==> config.mk <==
export PLATFORM = sky130hd
export DESIGN_NAME = router_output_channel
export DESIGN_NICKNAME = d
export VERILOG_FILES = /design/src/rtl/router_pkg.sv /design/src/rtl/router_vc_slot.sv /design/src/rtl/router_output_channel.sv
export SDC_FILE = /design/constraint.sdc
export NUM_CORES = 1
export LEC_CHECK = 0
export BUFFER_PORTS_ARGS = -buffer_cell sky130_fd_sc_hd__buf_4
export CAP_MARGIN = 30
export CORE_MARGIN = 4
export CORE_UTILIZATION = 45
export CTS_CLUSTER_DIAMETER = 100
export DETAILED_ROUTE_END_ITERATION = 7
export PLACE_DENSITY = 0.79
export SLEW_MARGIN = 20
export SYNTH_ARGS = -nofsm -noshare
export SYNTH_HDL_FRONTEND = slang
export SYNTH_SLANG_ARGS = --single-unit
==> constraint.sdc <==
create_clock -name clk -period 1.4 [get_ports clk]
set_input_delay 0.07 -clock clk [delete_from_list [all_inputs] [get_ports clk]]
set_output_delay 0.07 -clock clk [all_outputs]
set_load 0.01 [all_outputs]
==> src/rtl/router_pkg.sv <==
`default_nettype none
// ============================================================================
// Module      : router_pkg
// Description : Shared router link constants and packet header layout.
// Revision    : 1.0 - initial release
// ============================================================================
package router_pkg;

    localparam int DATA_W  = 64;
    localparam int HOP_LSB = 48;
    localparam int HOP_W   = 8;

    localparam logic VC_EVEN = 1'b0;
    localparam logic VC_ODD  = 1'b1;

    typedef struct packed {
        logic                 vc;
        logic [6:0]           dir;
        logic [HOP_W-1:0]     hop;
        logic [HOP_LSB-1:0]   payload;
    } pkt_hdr_t;

endpackage
`default_nettype wire

==> src/rtl/router_vc_slot.sv <==
`default_nettype none
// ============================================================================
// Module      : router_vc_slot
// Description : Single-entry virtual-channel buffer with full flag.
// Revision    : 1.0 - initial release
// ============================================================================
module router_vc_slot #(
    parameter int DATA_W = router_pkg::DATA_W
) (
    input  logic              clk,
    input  logic              reset,
    input  logic              wr_i,
    input  logic [DATA_W-1:0] data_i,
    input  logic              clr_i,
    output logic              full_o,
    output logic [DATA_W-1:0] data_o,
    output logic              drop_o
);
    import router_pkg::*;

    logic              full_q, full_d;
    logic [DATA_W-1:0] data_q, data_d;

    // A write only lands in an empty slot; a clear only frees a full one.
    always_comb begin
        full_d = full_q;
        data_d = data_q;
        if (wr_i && !full_q) begin
            data_d = data_i;
            full_d = 1'b1;
        end else if (clr_i) begin
            full_d = 1'b0;
        end
    end

    always_ff @(posedge clk) begin
        if (!reset) begin
            full_q <= 1'b0;
            data_q <= '0;
        end else begin
            full_q <= full_d;
            data_q <= data_d;
        end
    end

    assign full_o = full_q;
    assign data_o = data_q;
    assign drop_o = wr_i & full_q;

endmodule
`default_nettype wire

==> src/rtl/router_output_channel.sv <==
`default_nettype none
// ============================================================================
// Module      : router_output_channel
// Description : Two-VC transmit end of the router link; polarity selects the
//               write VC, the other VC transmits. Define ROUTER_OC_HOP_UPDATE_EN
//               to decrement the header hop count on transmit.
// Revision    : 1.0 - initial release
// ============================================================================
module router_output_channel #(
    parameter int DATA_W  = router_pkg::DATA_W,
    parameter int HOP_LSB = router_pkg::HOP_LSB,
    parameter int HOP_W   = router_pkg::HOP_W
) (
    input  logic              clk,
    input  logic              reset,
    input  logic              polarity,
    input  logic              wr_en,
    input  logic [DATA_W-1:0] data_in,
    output logic              wr_ready,
    output logic              drop,
    input  logic              down_ready,
    output logic              send,
    output logic [DATA_W-1:0] data_out
);
    import router_pkg::*;

    logic [1:0]        w_wr;
    logic [1:0]        w_clr;
    logic [1:0]        w_full;
    logic [1:0]        w_slot_drop;
    logic [DATA_W-1:0] w_buf [2];
    logic              w_txvc;
    logic [DATA_W-1:0] w_tx_data;

    logic              send_q, send_d;
    logic              drop_q, drop_d;
    logic [DATA_W-1:0] data_out_q, data_out_d;

    assign w_txvc = ~polarity;

    router_vc_slot #(.DATA_W(DATA_W)) u_slot_even (
        .clk    (clk),
        .reset  (reset),
        .wr_i   (w_wr[VC_EVEN]),
        .data_i (data_in),
        .clr_i  (w_clr[VC_EVEN]),
        .full_o (w_full[VC_EVEN]),
        .data_o (w_buf[VC_EVEN]),
        .drop_o (w_slot_drop[VC_EVEN])
    );

    router_vc_slot #(.DATA_W(DATA_W)) u_slot_odd (
        .clk    (clk),
        .reset  (reset),
        .wr_i   (w_wr[VC_ODD]),
        .data_i (data_in),
        .clr_i  (w_clr[VC_ODD]),
        .full_o (w_full[VC_ODD]),
        .data_o (w_buf[VC_ODD]),
        .drop_o (w_slot_drop[VC_ODD])
    );

`ifdef ROUTER_OC_HOP_UPDATE_EN
    logic [HOP_W-1:0] w_hop;
    always_comb begin
        w_tx_data = w_buf[w_txvc];
        w_hop     = w_tx_data[HOP_LSB +: HOP_W];
        if (w_hop != '0) begin
            w_tx_data[HOP_LSB +: HOP_W] = w_hop - 1'b1;
        end
    end
`else
    assign w_tx_data = w_buf[w_txvc];
`endif

    // Write and transmit always address opposite VCs, so they never collide.
    always_comb begin
        w_wr             = '0;
        w_clr            = '0;
        w_wr[polarity]   = wr_en;
        send_d           = w_full[w_txvc] & down_ready;
        w_clr[w_txvc]    = send_d;
        drop_d           = |w_slot_drop;
        data_out_d       = send_d ? w_tx_data : '0;
    end

    always_ff @(posedge clk) begin
        if (!reset) begin
            send_q     <= 1'b0;
            drop_q     <= 1'b0;
            data_out_q <= '0;
        end else begin
            send_q     <= send_d;
            drop_q     <= drop_d;
            data_out_q <= data_out_d;
        end
    end

    assign wr_ready = ~w_full[polarity];
    assign send     = send_q;
    assign drop     = drop_q;
    assign data_out = data_out_q;

endmodule
`default_nettype wire

==> metrics.cfg <==
[placement]
globalplace.congestion = 0.729
port-buffer-count = 135
pre_cts_slack_ns = 0.0877
hpwl_um = 9000
placed_area_mm2 = 0.00790

[setup_path]
cp_max_fo = 70
critPathKind = in2reg
critical-path-top-delay-family = buffers and inverters
max_stage_delay_ns = 0.57
regToRegEndpoint = u_slot_even.data_o[29]
r2r_slack_ns = 0.05
worstSetupStartpointType = primary input
end_kind = flop
critPathSlowestCell = dlygate4sd3_1
path_cells = dlygate4sd3_1 > buf_4 > or3b_4 > buf_12 > nand3_1 > o21ai_0
reg2reg_depth = 4
r2r-start = u_slot_even.full_o
worst-path-buf-inv = 3
crit_arrival_ns = 1.65
required_ns = 1.69

[routing]
drt_first_pass_iters = 5
post_drt_wl_per_cell_um = 14.2
drt-initial-drc-count = 280
top_layer = met4
ant_nets = 0
wl_met2_um = 7330
routed-wl-met3_um = 732
drc = 0
via_count = 5472
wl_met1_um = 6930
wirelength_um = 15400
post_drt_via_cell_ratio = 5.03

[timing]
slew_headroom_pct = 65.5
final-hold-violation-count = 0
holdWs_ns = 0.0490
slew_violations = 0
period_share_pct = 97.3
min_period_ns = 1.36
layout_setup_ws_ns = 0.0382
tightest_slew_ns = 0.518
setup_viol = 0
max_freq_mhz = 734
rsz0062_at_grt = yes
finClkSkew_ns = 0.00833

[yosys]
synth_warnings = 0
synth_area_leaders = dfxtp_1 (58%), mux2i_1 (9.7%), nand3_1 (9.6%), o21ai_0 (8.1%), nand2_1 (3.7%)
synth-xor-area-share_pct = 0
synth_area_per_cell_um2 = 9.30
synthCells = 725
synth_fp_nets = 794
synth_commonest_cells = dfxtp_1 (196), nand3_1 (129), o21ai_0 (109)
seq_area_frac_synth_pct = 58.2
yosysMostFrequentCell = dfxtp_1
synth_compound_area_share_pct = 9.99
synth_top_family_by_area = simple AND/OR/NAND/NOR gates
ys.flop_type = dfxtp_1
yosysUniqueCellTypes = 20
synthMuxAreaShare_pct = 9.82
synthAdderAreaFrac_pct = 0
synth-edff-count = 0
yosys.area.top_type = dfxtp_1
ys_ff_latch = 196
netlist_area_mm2 = 0.00674
synth_top_area_share_pct = 58.2
synth-simple-area-share_pct = 17.4
async_reset_ff_share_pct = 0

[floorplan]
fp.dieH_um = 130
die_w_um = 130
num_rows = 44
start_util_pct = 46.2
ios = 136
dieArea_mm2 = 0.0170
coreArea_mm2 = 0.0146

[global_routing]
antenna_found_initial = 0
grt_max_degree = 71
grt_pass1_vias = 5190
grt_usage_pct = 18.2
overflow = 0
grt_pass1_wl_um = 24600

[cells_and_area]
drive_gt1_share_pct = 20.4
syn2layout_area_growth_pct = 35.2
final_cell_area_mm2 = 0.00911
num_antenna_cells = 0
final_nets = 962

[power_and_ir_drop]
p_switching_mw = 2.64
power-per-cell-area_mw_per_mm2 = 1250
power_mw = 11.4
pwr-share-seq_pct = 51.6
p_int_mw = 8.74
p_leak_nw = 3.76
switching_share_pct = 23.2
p_clk_share_pct = 40.0
comb_power_share_pct = 8.5
ir_drop_mv = 0.813

[clock_tree]
cts_resized = 0
cts-root-buf = clkbuf_16
numClockSinks = 196
clockBufferDepth = 2
cts_tree = done
cts_made_buffers = 17
clk_pin_slew_worst_paths_ns = 0.07
cts-htree-levels = 4
clk-insertion-delay-late_ns = 0.43

[worst_hold_path]
holdPathEnd = u_slot_even.data_o[0]
hp-class = in2reg
whs_path_depth = 3
worstHoldStart = reset

[status]
status = complete, no violations

[run]
max-cap-violations = 0

-- registers in the layout, summed over array words and instances, names as in the netlist --
| signal | flops |
|---|---|
| u_slot_odd.full_o | 1 |
| u_slot_even.full_o | 1 |
| data_out | 64 |
| send | 1 |
| u_slot_odd.data_o | 64 |
| drop | 1 |
| u_slot_even.data_o | 64 |
-- power by group through the flow --
stage          Clock (mW)  Combinational, mW  Sequential [mW]
2_1_floorplan           0              0.509             5.97
3_3_place_gp            0              0.798             5.98
3_5_place_dp            0              0.811             5.99
4_1_cts              4.63              0.963             5.86
5_1_grt              4.84               1.07             5.88
6_report             4.54              0.963             5.86
-- timing repair --
item / 4_1_cts / 5_1_grt
hold endpoints to repair: 130 / 0
setup endpoints to repair: 0 / 2
hold buffers: 66 / 0
buffers inserted: 0 / 0
-- per-layer routing --
metal | vias up | GRT usage [%]
li1 | 2812 | -
met1 | 2498 | 22.7
met2 | 129 | 29.8
met3 | 33 | 4.39
met4 | 0 | 8.41
met5 | - | 0
-- worst min-delay path: cells and delay by family --
| family | cells | cell delay [ns] |
|---|---|---|
| compound gates | 1 | 0.05 |
| simple gates | 1 | 0.12 |
| buf+inv | 1 | 0.17 |
-- cell usage in the layout (no fill, tap or decap), types with 2 or more instances in the layout --
| cell | count |
|---|---|
| nand2_1 | 67 |
| clkinv_4 | 3 |
| mux2i_1 | 65 |
| dfxtp_1 | 196 |
| o21ai_0 | 109 |
| inv_1 | 2 |
| o21ai_1 | 16 |
| clkinvlp_4 | 5 |
| clkbuf_16 | 17 |
| o21ai_2 | 4 |
| dlygate4sd3_1 | 66 |
| nor2b_1 | 2 |
| nand3_1 | 128 |
| nor2_1 | 65 |
| buf_4 | 138 |
| buf_12 | 9 |
-- worst max-delay path by stage --
stage	to	startpoint	slack, ns	cells past startpoint
floorplan	u_slot_even.data_o[57]	u_slot_even.full_o	0.05	6
global placement	u_slot_even.data_o[27]	u_slot_even.full_o	0.13	4
detailed placement	u_slot_even.data_o[37]	u_slot_even.full_o	0.09	4
CTS	u_slot_even.data_o[29]	u_slot_even.full_o	0.06	4
global route	u_slot_even.data_o[44]	u_slot_even.full_o	-0.006	4
finish	u_slot_even.data_o[29]	wr_en	0.04	6
-- per-stage QoR --
step	std cells	TNS [ns]	utilization, %
floorplan	725	0	-
global placement	992	0	54.2
detailed placement	992	0	54.2
CTS	1088	0	62.5
global route	1088	-0.00935	62.5
finish	1088	0	62.5
-- area by class of cell --
type	instances	area (µm²)
Clock inverter	11	108
Fill cell	1175	5480
Tap cell	184	230
Sequential cell	196	3920
Inverter	2	7.51
Multi-Input combinational cell	462	2510
Timing Repair Buffer	214	1890
Clock buffer	19	443
-- cell families (layout without fill, tap and decap cells) --
kind of cell	Yosys count	count (layout)
flops	196	196
simple gates	265	265
mux	66	66
compound gates	131	131
buf+inv	67	246
(Power assumes the default switching activity.)
